`config.mk`:
```
export PLATFORM = sky130hd
export DESIGN_NAME = cen_gen
export DESIGN_NICKNAME = d
export VERILOG_FILES = /design/src/rtl/cen_gen.sv
export SDC_FILE = /design/constraint.sdc
export NUM_CORES = 1
export LEC_CHECK = 0
export ABC_AREA = 1
export BUFFER_PORTS_ARGS = -buffer_cell sky130_fd_sc_hd__clkbuf_2
export CAP_MARGIN = 10
export CORE_ASPECT_RATIO = 0.7
export CORE_MARGIN = 1.5
export CORE_UTILIZATION = 38
export CTS_BUF_LIST = sky130_fd_sc_hd__clkbuf_16
export DETAILED_ROUTE_END_ITERATION = 7
export SLEW_MARGIN = 10
export SYNTH_ARGS = -nofsm -noshare
export SYNTH_HDL_FRONTEND = slang
export SYNTH_SLANG_ARGS = --single-unit
```
`constraint.sdc`:
```
create_clock -name clk_sys -period 2.8 [get_ports clk_sys]
set_clock_uncertainty 0.2 [all_clocks]
set_input_delay 0 -clock clk_sys [delete_from_list [all_inputs] [get_ports clk_sys]]
set_output_delay 0 -clock clk_sys [all_outputs]
set_load 0.005 [all_outputs]
```
`src/rtl/cen_gen.sv`:
```
// Multi-channel clock-enable generator: per-channel programmable divisor,
// pulse (cen) and toggle (clk_out) outputs, boundary-only divisor updates.
module cen_gen #(
  parameter int                        CHANNELS = 3,
  parameter int                        CNT_W    = 8,
  parameter logic [CHANNELS*CNT_W-1:0] DIV_INIT = {8'd2, 8'd5, 8'd5}
) (
  input  logic                      clk_sys,
  input  logic                      reset_n,
  input  logic [CHANNELS-1:0]       ch_en,
  input  logic [CHANNELS-1:0]       mode,
  input  logic [CHANNELS-1:0]       div_load,
  input  logic [CHANNELS*CNT_W-1:0] div_value,
  input  logic                      pause,
  input  logic                      resync,
  output logic [CHANNELS-1:0]       cen,
  output logic [CHANNELS-1:0]       clk_out,
  output logic [CHANNELS-1:0]       pend,
  output logic                      all_cen
);

  logic [CNT_W-1:0]    cnt_q  [CHANNELS];
  logic [CNT_W-1:0]    cnt_d  [CHANNELS];
  logic [CNT_W-1:0]    div_q  [CHANNELS];
  logic [CNT_W-1:0]    div_d  [CHANNELS];
  logic [CNT_W-1:0]    pval_q [CHANNELS];
  logic [CNT_W-1:0]    pval_d [CHANNELS];
  logic [CHANNELS-1:0] cen_q, cen_d;
  logic [CHANNELS-1:0] clk_q, clk_d;
  logic [CHANNELS-1:0] pend_q, pend_d;
  logic                all_q, all_d;

  // A programmed divisor of 0 behaves as 1.
  function automatic logic [CNT_W-1:0] eff_div(input logic [CNT_W-1:0] div);
    return (div == '0) ? CNT_W'(1) : div;
  endfunction

  function automatic logic at_term(input logic [CNT_W-1:0] cnt,
                                   input logic [CNT_W-1:0] div);
    return cnt == (eff_div(div) - CNT_W'(1));
  endfunction

  always_comb begin
    cnt_d  = cnt_q;
    div_d  = div_q;
    pval_d = pval_q;
    cen_d  = '0;
    clk_d  = clk_q;
    pend_d = pend_q;
    for (int i = 0; i < CHANNELS; i++) begin
      if (resync) begin
        // Resync realigns phase and commits any waiting divisor at once.
        cnt_d[i]  = '0;
        clk_d[i]  = 1'b0;
        pend_d[i] = 1'b0;
        if (div_load[i])
          div_d[i] = div_value[i*CNT_W +: CNT_W];
        else if (pend_q[i])
          div_d[i] = pval_q[i];
      end else if (pause || !ch_en[i]) begin
        if (div_load[i]) begin
          pval_d[i] = div_value[i*CNT_W +: CNT_W];
          pend_d[i] = 1'b1;
        end
      end else if (at_term(cnt_q[i], div_q[i])) begin
        cnt_d[i]  = '0;
        cen_d[i]  = 1'b1;
        pend_d[i] = 1'b0;
        if (mode[i])
          clk_d[i] = ~clk_q[i];
        // A load landing on the boundary governs the very next period.
        if (div_load[i])
          div_d[i] = div_value[i*CNT_W +: CNT_W];
        else if (pend_q[i])
          div_d[i] = pval_q[i];
      end else begin
        cnt_d[i] = cnt_q[i] + CNT_W'(1);
        if (div_load[i]) begin
          pval_d[i] = div_value[i*CNT_W +: CNT_W];
          pend_d[i] = 1'b1;
        end
      end
    end
    all_d = (|ch_en) && ((cen_d | ~ch_en) == '1);
  end

  always_ff @(posedge clk_sys or negedge reset_n) begin
    if (!reset_n) begin
      for (int i = 0; i < CHANNELS; i++) begin
        cnt_q[i]  <= '0;
        div_q[i]  <= DIV_INIT[i*CNT_W +: CNT_W];
        pval_q[i] <= '0;
      end
      cen_q  <= '0;
      clk_q  <= '0;
      pend_q <= '0;
      all_q  <= 1'b0;
    end else begin
      cnt_q  <= cnt_d;
      div_q  <= div_d;
      pval_q <= pval_d;
      cen_q  <= cen_d;
      clk_q  <= clk_d;
      pend_q <= pend_d;
      all_q  <= all_d;
    end
  end

  assign cen     = cen_q;
  assign clk_out = clk_q;
  assign pend    = pend_q;
  assign all_cen = all_q;

endmodule

```
==> run_results.csv, run 1 <==
group,metric,value,unit
setup_path,cp.arrival,2.69,ns
power_and_ir_drop,p_leak,3.17,nW
global_routing,gr-total-overflow,0,
clocking,root_buffer,"clkbuf_16",
setup_path,rrSetupSlack,0.19,ns
timing,fmax,383,MHz
timing,hold_viol_final,0,
clocking,cts.sinks,82,
synthesis,yosysWarnings,0,
clocking,clk_latency,0.33,ns
route,vias,4392,
clocking,cts_tree,"done",
power_and_ir_drop,peakVddDrop,0.327,mV
global_routing,grtUsageTotal,17.4,%
synthesis,netlist_area,0.00487,mm2
synthesis,synth_fp_nets,685,
global_routing,first_global_vias,4115,
layout,area_delta_synth_final,27.7,%
die,start_util,39.0,%
timing,min_period,2.61,ns
route,first_pass_iters,4,
setup_path,crit_path_frequent_cell,"nand2_1",
run,maxCapViolCount,0,
synthesis,yosysSeqAreaShare,42.3,%
min_path,hold-path-cell-count,3,
min_path,hold_class,"in -> reg",
synthesis,synth_cells,642,
placement,dp_hpwl,7770,um
die,die_height,97.7,um
setup_path,worstReg2RegStart,"div_q[5]",
setup_path,critPathKind,"reg -> reg",
synthesis,synth_cell_types,35,
setup_path,crit_slowest_cell,"dfrtp_1",
layout,layout.nets,790,
layout,layout-drive-gt1-share,19.9,%
route,postRouteAntennaNets,0,
setup_path,reg2reg_depth,17,
setup_path,critPathMaxStageDelay,0.42,ns
timing,whs,0.0505,ns
clocking,htreeDepth,3,
synthesis,yosys_register_bits,82,
die,dieArea,0.0135,mm2
die,ios,47,
synthesis,synth.avg_cell_area,7.58,um2
route,drtIter0Drc,283,
timing,worst_slew_pin_slew,1.06,ns
setup_path,endpoint_kind,"flop",
timing,setup_tns,0,ns
die,die_w,138,um
route,wl_per_cell,12.4,um
clocking,clock_path_buffers,2,
power_and_ir_drop,pwr_density_cell,564,mW/mm2
die,fp-row-count,34,
setup_path,path_cells,"inv_1 > nand2_1 > nor2_2 > nand2_2 > nand2_2 > inv_2 > ha_4 > or2_1 > nand3_1 > nand2_1 > nand3b_1 > nor2_4 > nand3_4 > nand2_8 > buf_6 > nand3_1 > nand2_1",
placement,numPortBuffers,46,
setup_path,crit_fanout,7,
global_routing,antenna_found_initial,0,
route,drc,0,
timing,drv_slew,0,
timing,finalCritPeriodShare,93.3,%
route,routed_wl,11300,um
route,viasPerCell,4.81,
timing,finalSetupViolations,0,
layout,antennaDiodeCount,0,
min_path,hold_start,"div_load[2]",
power_and_ir_drop,power,3.50,mW
setup_path,required,2.88,ns
setup_path,critPathLaunchType,"flop",
global_routing,grt_pass1_wl,19100,um
min_path,hold_path_end,"pend[2]",
setup_path,rr_endpoint,"div_q[0]",
placement,routabilityCongestion,0.878,
clocking,cts.clk_slew.worst_paths,0.06,ns
clocking,cts_made_buffers,9,
timing,maxSlewHeadroom,29.4,%
outcome,outcome,"finished, final reports clean",
die,core_area,0.0125,mm2
global_routing,grt_max_degree,83,
==> cell usage in the layout, fill, tap and decap left out, types with 3 or more instances in the layout <==
cell type / netlist / final
a21oi_1: 8 / 8
buf_4: 2 / 21
clkbuf_16: 0 / 10
clkbuf_2: 1 / 45
clkinv_1: 5 / 8
dfrtp_1: 77 / 75
dfstp_2: 5 / 5
dlygate4sd3_1: 0 / 36
ha_1: 6 / 4
inv_1: 70 / 68
inv_2: 0 / 4
mux2_2: 16 / 16
nand2_1: 187 / 180
nand2_2: 10 / 13
nand2_4: 3 / 4
nand2_8: 0 / 4
nand3_1: 72 / 71
nand3_2: 3 / 3
nand4_1: 18 / 18
nor2_1: 68 / 63
nor2_2: 5 / 7
nor2_4: 2 / 5
nor3_1: 5 / 5
o21ai_0: 16 / 16
xnor2_1: 11 / 11
xor2_1: 27 / 27
==> cell usage after synthesis (all sizes together) <==
library cell / number / area share (%)
dfrtp: 77 / 40
clkinv: 5 / 0.39
inv: 70 / 5.4
buf: 7 / 1.2
mux2i: 1 / 0.21
clkbuf: 7 / 0.57
o21ai: 18 / 1.9
and2: 1 / 0.13
xor2: 27 / 4.9
a21oi: 8 / 0.82
or2: 4 / 0.51
nand3: 75 / 8.0
o21bai: 1 / 0.15
nor3b: 2 / 0.31
nand2: 200 / 16
mux2: 16 / 3.7
a31oi: 1 / 0.13
nand3b: 2 / 0.31
nor3: 5 / 0.51
xnor2: 11 / 2.0
dfstp: 5 / 2.7
nor2: 75 / 6.4
nand4: 18 / 2.3
ha: 6 / 1.5
==> worst max-delay path: cells and delay by family, from the launching register on <==
family	cells	cell delay, ns
simple gates	13	1.53
buf+inv	3	0.24
fa+ha+maj	1	0.16
flops	1	0.42
==> through the flow <==
stage	cells	worst slack [ns]	utilization [%]	instance area, um2
2_1_floorplan	642	0.351	-	4870
3_3_place_gp	844	0.0172	42.3	5270
3_5_place_dp	844	0.0277	42.3	5270
4_1_cts	896	0.00681	47.3	5890
5_1_grt	914	-0.00656	49.9	6210
6_report	914	0.188	49.9	6210
==> kinds of logic (layout without fill, tap and decap cells) <==
kind of cell             Yosys count  count (layout)  synth area share (%)
buffers and inverters             89             197                  7.59
AND/OR/NAND/NOR                  382             384                  34.9
XOR/XNOR                          38              38                  6.84
flip-flops                        82              82                  42.3
AO/OA/AOI/OAI                     28              28                  2.96
multiplexers                      17              17                  3.91
adder cells (fa/ha/maj)            6               6                  1.54
==> state kept, by name (all words and copies together) (netlist names) <==
register  count
pval_q       24
cnt_q        24
cen           3
clk_out       3
pend          3
all_cen       1
div_q        24
==> per-layer routing <==
layer  GRT usage [%]  vias up  share of wire (%)
met5               0        -                  0
met4            5.67        0               0.37
met2            25.8       79                 44
li1                -     2252                  -
met1            25.1     2059                 52
met3            3.75        2                3.6
==> repair_timing <==
item | 4_1_cts | 5_1_grt
cloned | 0 | 3
pin swaps | 0 | 17
buffers inserted | 0 | 15
gates resized for setup | 1 | 41
setup endpoints to repair | 5 | 48
hold buffers | 36 | 0
endpoints found under the hold margin | 135 | 0
==> power breakdown <==
group          switching, mW  total (mW)  internal, mW
Combinational          0.591        1.03         0.438
Sequential             0.115        1.44          1.33
Clock                  0.450        1.03         0.581
Total                   1.16        3.50          2.35
==> cell type report <==
| class | instances | area, um2 |
|---|---|---|
| clock inverter | 7 | 28.8 |
| fill | 1227 | 6250 |
| inverter | 75 | 282 |
| multi-input combinational | 473 | 2610 |
| timing repair buffer | 106 | 811 |
| tap | 162 | 203 |
| clock buffer | 9 | 225 |
| sequential | 82 | 2060 |
==> how the worst max path moves through the flow <==
stage | to | from | cells after the start | slack, ns
2_1_floorplan | div_q[3] | div_q[3] | 17 | 0.35
3_3_place_gp | div_q[3] | div_q[3] | 17 | 0.02
3_5_place_dp | div_q[4] | div_q[3] | 17 | 0.03
4_1_cts | div_q[4] | div_q[3] | 17 | 0.007
5_1_grt | div_q[7] | div_q[5] | 17 | -0.007
6_report | div_q[0] | div_q[5] | 17 | 0.19
Note: power is estimated with default switching activity, not from simulation.
==> run 2, diff against run 1 <==
--- a/config.mk
+++ b/config.mk
@@ -13,6 +13,8 @@
 export CORE_UTILIZATION = 38
 export CTS_BUF_LIST = sky130_fd_sc_hd__clkbuf_16
 export DETAILED_ROUTE_END_ITERATION = 7
+export HOLD_SLACK_MARGIN = 0.03
+export RECOVER_POWER = 25
 export SLEW_MARGIN = 10
 export SYNTH_ARGS = -nofsm -noshare
 export SYNTH_HDL_FRONTEND = slang
==> constraint.sdc (replaced) <==
create_clock -name clk_sys -period 2.8 [get_ports clk_sys]
set_clock_uncertainty 0.2 [all_clocks]
set_input_delay 0 -clock clk_sys [delete_from_list [all_inputs] [get_ports clk_sys]]
set_output_delay 0 -clock clk_sys [all_outputs]
set_load 0.1 [all_outputs]
==> run 2 against run 1 <==
- utilization is 0.14 points higher
- critical path type unchanged
- critical endpoint unchanged
- worst setup slack better by 0.0071 ns
- combinational power is 8% higher
==> run_results.csv, run 2 (synthesis results as in run 1) <==
group,metric,value,unit
layout,layout.nets,793,
clocking,clk_latency,0.33,ns
min_path,hold_class,"in -> async",
layout,area_delta_synth_final,28.1,%
route,wl_per_cell,12.3,um
timing,hold_viol_final,0,
layout,layout_commonest_cell,"nand2_1",
die,core_area,0.0125,mm2
global_routing,gr-total-overflow,0,
die,die_height,97.7,um
die,fp-row-count,34,
power_and_ir_drop,p_leak,3.15,nW
placement,routabilityCongestion,0.878,
die,die_w,138,um
clocking,cts.clk_slew.worst_paths,0.06,ns
timing,min_period,2.61,ns
timing,worst_slew_pin_slew,1.17,ns
clocking,root_buffer,"clkbuf_16",
setup_path,cp.arrival,2.68,ns
setup_path,endpoint_kind,"flop",
layout,antennaDiodeCount,0,
timing,finalSetupViolations,0,
setup_path,worstReg2RegStart,"div_q[5]",
timing,finalCritPeriodShare,93.0,%
route,viasPerCell,4.79,
setup_path,critPathKind,"reg -> reg",
clocking,cts_tree,"done",
layout,layout-drive-gt1-share,18.5,%
timing,whs,0.179,ns
power_and_ir_drop,pwr_density_cell,574,mW/mm2
global_routing,grt_pass1_wl,19200,um
outcome,outcome,"finished, final reports clean",
global_routing,grtUsageTotal,17.4,%
layout,final_cell_mix,"nand2_1 (180), dfrtp_1 (75), nand3_1 (71)",
global_routing,first_global_vias,4115,
power_and_ir_drop,power,3.58,mW
setup_path,critPathLaunchType,"flop",
die,start_util,39.0,%
timing,maxSlewHeadroom,22.5,%
clocking,cts.sinks,82,
clocking,cts_made_buffers,9,
clocking,clock_path_buffers,2,
setup_path,setup.worst_path.start,"div_q[5]",
global_routing,antenna_found_initial,0,
timing,drv_slew,0,
placement,dp_hpwl,7770,um
route,routed_wl,11300,um
setup_path,required,2.87,ns
setup_path,reg2reg_depth,17,
setup_path,rr_endpoint,"div_q[0]",
route,drtIter0Drc,281,
route,vias,4392,
route,first_pass_iters,4,
timing,fmax,384,MHz
power_and_ir_drop,peakVddDrop,0.322,mV
die,ios,47,
route,drc,0,
setup_path,rrSetupSlack,0.19,ns
layout,reg_top3,"cnt_q x24, div_q x24, pval_q x24",
setup_path,worstSetupEndpoint,"div_q[0]",
clocking,htreeDepth,3,
run,maxCapViolCount,0,
placement,numPortBuffers,46,
setup_path,crit_fanout,7,
die,dieArea,0.0135,mm2
global_routing,grt_max_degree,83,
route,postRouteAntennaNets,0,
==> run 2: what timing repair did <==
item                                    in CTS  in global routing
buffers inserted                             0                 15
endpoints found under the hold margin      137                  0
resized for setup                            1                 41
endpoints found under the setup margin       5                 48
pin swaps                                    0                 17
gates cloned                                 0                  3
hold buffers                                39                  0
==> run 2: where the power goes <==
| group | total, mW | internal [mW] | switching (mW) | leakage [nW] |
|---|---|---|---|---|
| registers | 1.44 | 1.33 | 0.114 | 1.04 |
| logic | 1.11 | 0.438 | 0.668 | 1.97 |
| clock network | 1.03 | 0.582 | 0.448 | 0.134 |
| total | 3.58 | 2.35 | 1.23 | 3.15 |
==> run 2: metal layers <==
layer	vias up	wire length (um)	track usage, %
met5	-	0	0
met4	0	42	5.67
met3	2	355	3.75
met2	68	5000	25.7
met1	2063	5920	25.3
li1	2259	-	-
==> run 2: worst max-delay path, stage by stage (launching register included) <==
cell and delay, ns:
dfrtp_1 0.42, inv_1 0.07, nand2_1 0.06, nor2_2 0.14
nand2_2 0.08, nand2_2 0.07, inv_2 0.04, ha_4 0.16
or2_1 0.22, nand3_1 0.07, nand2_1 0.05, nand3b_1 0.19
nor2_4 0.17, nand3_4 0.15, nand2_8 0.15, buf_6 0.13
nand3_1 0.09, nand2_1 0.08
==> run 2: how the worst min path moves through the flow <==
stage	end	startpoint	cells after the start	slack, ns
after global placement	pval_q[14]	div_value[14]	3	0.04
after floorplan	all_cen	reset_n	0	-0.50
after CTS	pval_q[14]	div_value[14]	4	0.23
after global routing	pval_q[14]	div_value[14]	4	0.25
after detailed placement	pval_q[14]	div_value[14]	3	0.05
final	pval_q[22]	reset_n	2	0.18
==> run 2: final cells by class <==
type | instances | area [um2]
clock buffers | 9 | 225
clock inverters | 7 | 28.8
fillers | 1230 | 6230
inverters | 75 | 282
multi-input cells | 473 | 2610
flip-flops and latches | 82 | 2060
well taps | 162 | 203
repair buffers | 109 | 828
==> run 2: through the flow <==
step | worst slack [ns] | setup TNS (ns) | cell area (um2) | util [%] | cells
after floorplan | 0.351 | 0 | 4870 | - | 642
after global placement | 0.0172 | 0 | 5270 | 42.3 | 844
after detailed placement | 0.0277 | 0 | 5270 | 42.3 | 844
after CTS | 0.00681 | 0 | 5920 | 47.5 | 899
after global routing | -0.00656 | -0.00838 | 6230 | 50.0 | 917
final | 0.195 | 0 | 6230 | 50.0 | 917
==> run 3, diff against run 2 <==
--- a/config.mk
+++ b/config.mk
@@ -9,7 +9,6 @@
 export BUFFER_PORTS_ARGS = -buffer_cell sky130_fd_sc_hd__clkbuf_2
 export CAP_MARGIN = 10
 export CORE_ASPECT_RATIO = 0.7
-export CORE_MARGIN = 1.5
 export CORE_UTILIZATION = 38
 export CTS_BUF_LIST = sky130_fd_sc_hd__clkbuf_16
 export DETAILED_ROUTE_END_ITERATION = 7
==> run 3 against run 2 <==
- power up 1.7%
- fmax down 0.24%
- worst setup slack worse by 0.0062 ns
- utilization down 0.88 points
- register-to-register slack about the same
- hold slack better by 0.013 ns
- final area down 1.8%
- largest cell class unchanged
==> run_results.csv, run 3 (synthesis results as in run 1) <==
group,metric,value,unit
route,drc,0,
timing,hold_viol_final,0,
timing,drv_slew,0,
route,postRouteAntennaNets,0,
route,first_pass_iters,4,
route,routed_wl,11200,um
layout,final_cell_mix,"nand2_1 (181), dfrtp_1 (76), nand3_1 (71)",
clocking,htreeDepth,3,
setup_path,rrSetupSlack,0.19,ns
global_routing,antenna_found_initial,0,
layout,layout.nets,786,
die,ios,47,
route,viasPerCell,4.76,
layout,layout-drive-gt1-share,17.4,%
setup_path,cp.arrival,2.68,ns
power_and_ir_drop,p_leak,3.11,nW
global_routing,gr-total-overflow,0,
setup_path,rr_endpoint,"pval_q[22]",
setup_path,endpoint_kind,"flop",
power_and_ir_drop,pwr_density_cell,594,mW/mm2
layout,area_delta_synth_final,25.8,%
clocking,root_buffer,"clkbuf_16",
layout,layout_commonest_cell,"nand2_1",
power_and_ir_drop,power,3.64,mW
clocking,cts.sinks,82,
setup_path,crit_fanout,8,
setup_path,worstReg2RegStart,"div_q[18]",
global_routing,grt_pass1_wl,19000,um
timing,setup_tns,0,ns
route,vias,4334,
outcome,outcome,"finished, final reports clean",
die,start_util,39.0,%
timing,maxSlewHeadroom,22.5,%
layout,postLayoutCoreUtil,49.1,%
layout,fill_cells,1210,
layout,antennaDiodeCount,0,
global_routing,grt_max_degree,83,
die,core_area,0.0125,mm2
global_routing,first_global_vias,4089,
timing,worst_slew_pin_slew,1.17,ns
global_routing,grtUsageTotal,18.0,%
die,die_w,137,um
power_and_ir_drop,peakVddDrop,0.302,mV
clocking,cts_made_buffers,9,
die,die_height,96.7,um
setup_path,required,2.87,ns
min_path,hold_class,"in -> async",
route,wl_per_cell,12.3,um
placement,dp_hpwl,7820,um
setup_path,reg2reg_depth,21,
timing,min_period,2.61,ns
route,drtIter0Drc,345,
setup_path,critPathKind,"reg -> reg",
placement,numPortBuffers,46,
placement,routabilityCongestion,0.848,
die,dieArea,0.0133,mm2
layout,reg_top3,"cnt_q x24, div_q x24, pval_q x24",
layout,final_cells,910,
clocking,clk_latency,0.34,ns
clocking,clock_path_buffers,2,
clocking,cts_tree,"done",
run,maxCapViolCount,0,
placement,place_inst,846,
timing,finalCritPeriodShare,93.3,%
setup_path,critPathLaunchType,"flop",
clocking,cts.clk_slew.worst_paths,0.06,ns
timing,fmax,383,MHz
timing,finalSetupViolations,0,
die,fp-row-count,34,
-- run 3: changes by cell type in the layout (fill, tap and decap cells not counted), sizes merged --
cell / previous run / this run
buf: 24 / 18
inv: 72 / 70
bufinv: 0 / 1
clkbuf: 55 / 54
clkinv: 10 / 11
dlygate4sd3: 39 / 40
nand3: 76 / 75
-- run 3: area by class of cell --
class	count	area, um2	share of cell area (%)
multi-input combinational	472	2520	41.2
sequential	82	2060	33.6
timing repair buffer	103	768	12.5
clock inverter	7	60.1	0.981
tap	162	203	3.31
inverter	75	282	4.60
clock buffer	9	225	3.68
-- run 3: layer usage --
metal	up-vias	track usage [%]	share of wire [%]
met3	8	3.93	3.0
met4	0	4.48	1.1
met2	63	26.2	44
met5	-	0	0
met1	2024	26.8	52
li1	2239	-	-
-- run 3: worst max path at each step --
stage,cells after the start,end,from,slack [ns]
2_1_floorplan,17,div_q[3],div_q[3],0.35
3_3_place_gp,17,div_q[0],div_q[2],0.18
3_5_place_dp,21,pval_q[22],div_q[18],0.07
4_1_cts,22,pval_q[22],div_q[19],0.05
5_1_grt,21,pval_q[18],div_q[18],-0.001
6_report,21,pval_q[22],div_q[18],0.19
-- run 3: power breakdown --
group          total [mW]  leakage, nW  switching, mW  internal [mW]
registers            1.45         1.04          0.121           1.33
clock network        1.14        0.142          0.461          0.679
logic                1.05         1.93          0.636          0.412
total                3.64         3.11           1.22           2.42
-- run 3: stage by stage --
step	area, um2	worst slack (ns)	hold slack (ns)
6_report	6120	0.188	0.192
5_1_grt	6120	-0.00131	0.263
4_1_cts	5990	0.0496	0.232
3_5_place_dp	5300	0.0744	0.0494
3_3_place_gp	5300	0.183	0.0377
2_1_floorplan	4870	0.351	-0.496
-- run 3: what timing repair did --
action / 4_1_cts / 5_1_grt
hold buffers: 40 / 0
buffers inserted: 0 / 7
endpoints found under the setup margin: 0 / 56
endpoints found under the hold margin: 136 / 0
resized for setup: 0 / 25
-- run 3: worst max-delay path: stages (launching register included) --
cell and delay [ns]:
dfstp_2 0.55, nor2_2 0.05, nand2_1 0.07, inv_1 0.05
nand2_2 0.08, nand2_2 0.08, inv_2 0.09, ha_4 0.14
inv_2 0.04, nor2_1 0.07, inv_1 0.06, nand3_1 0.06
nand3_1 0.08, nor2_1 0.12, nand2_1 0.08, nor2_2 0.15
nand2_2 0.10, nand2_4 0.11, nand2_4 0.11, nand2_4 0.12
nand2_1 0.06, nand2_1 0.07
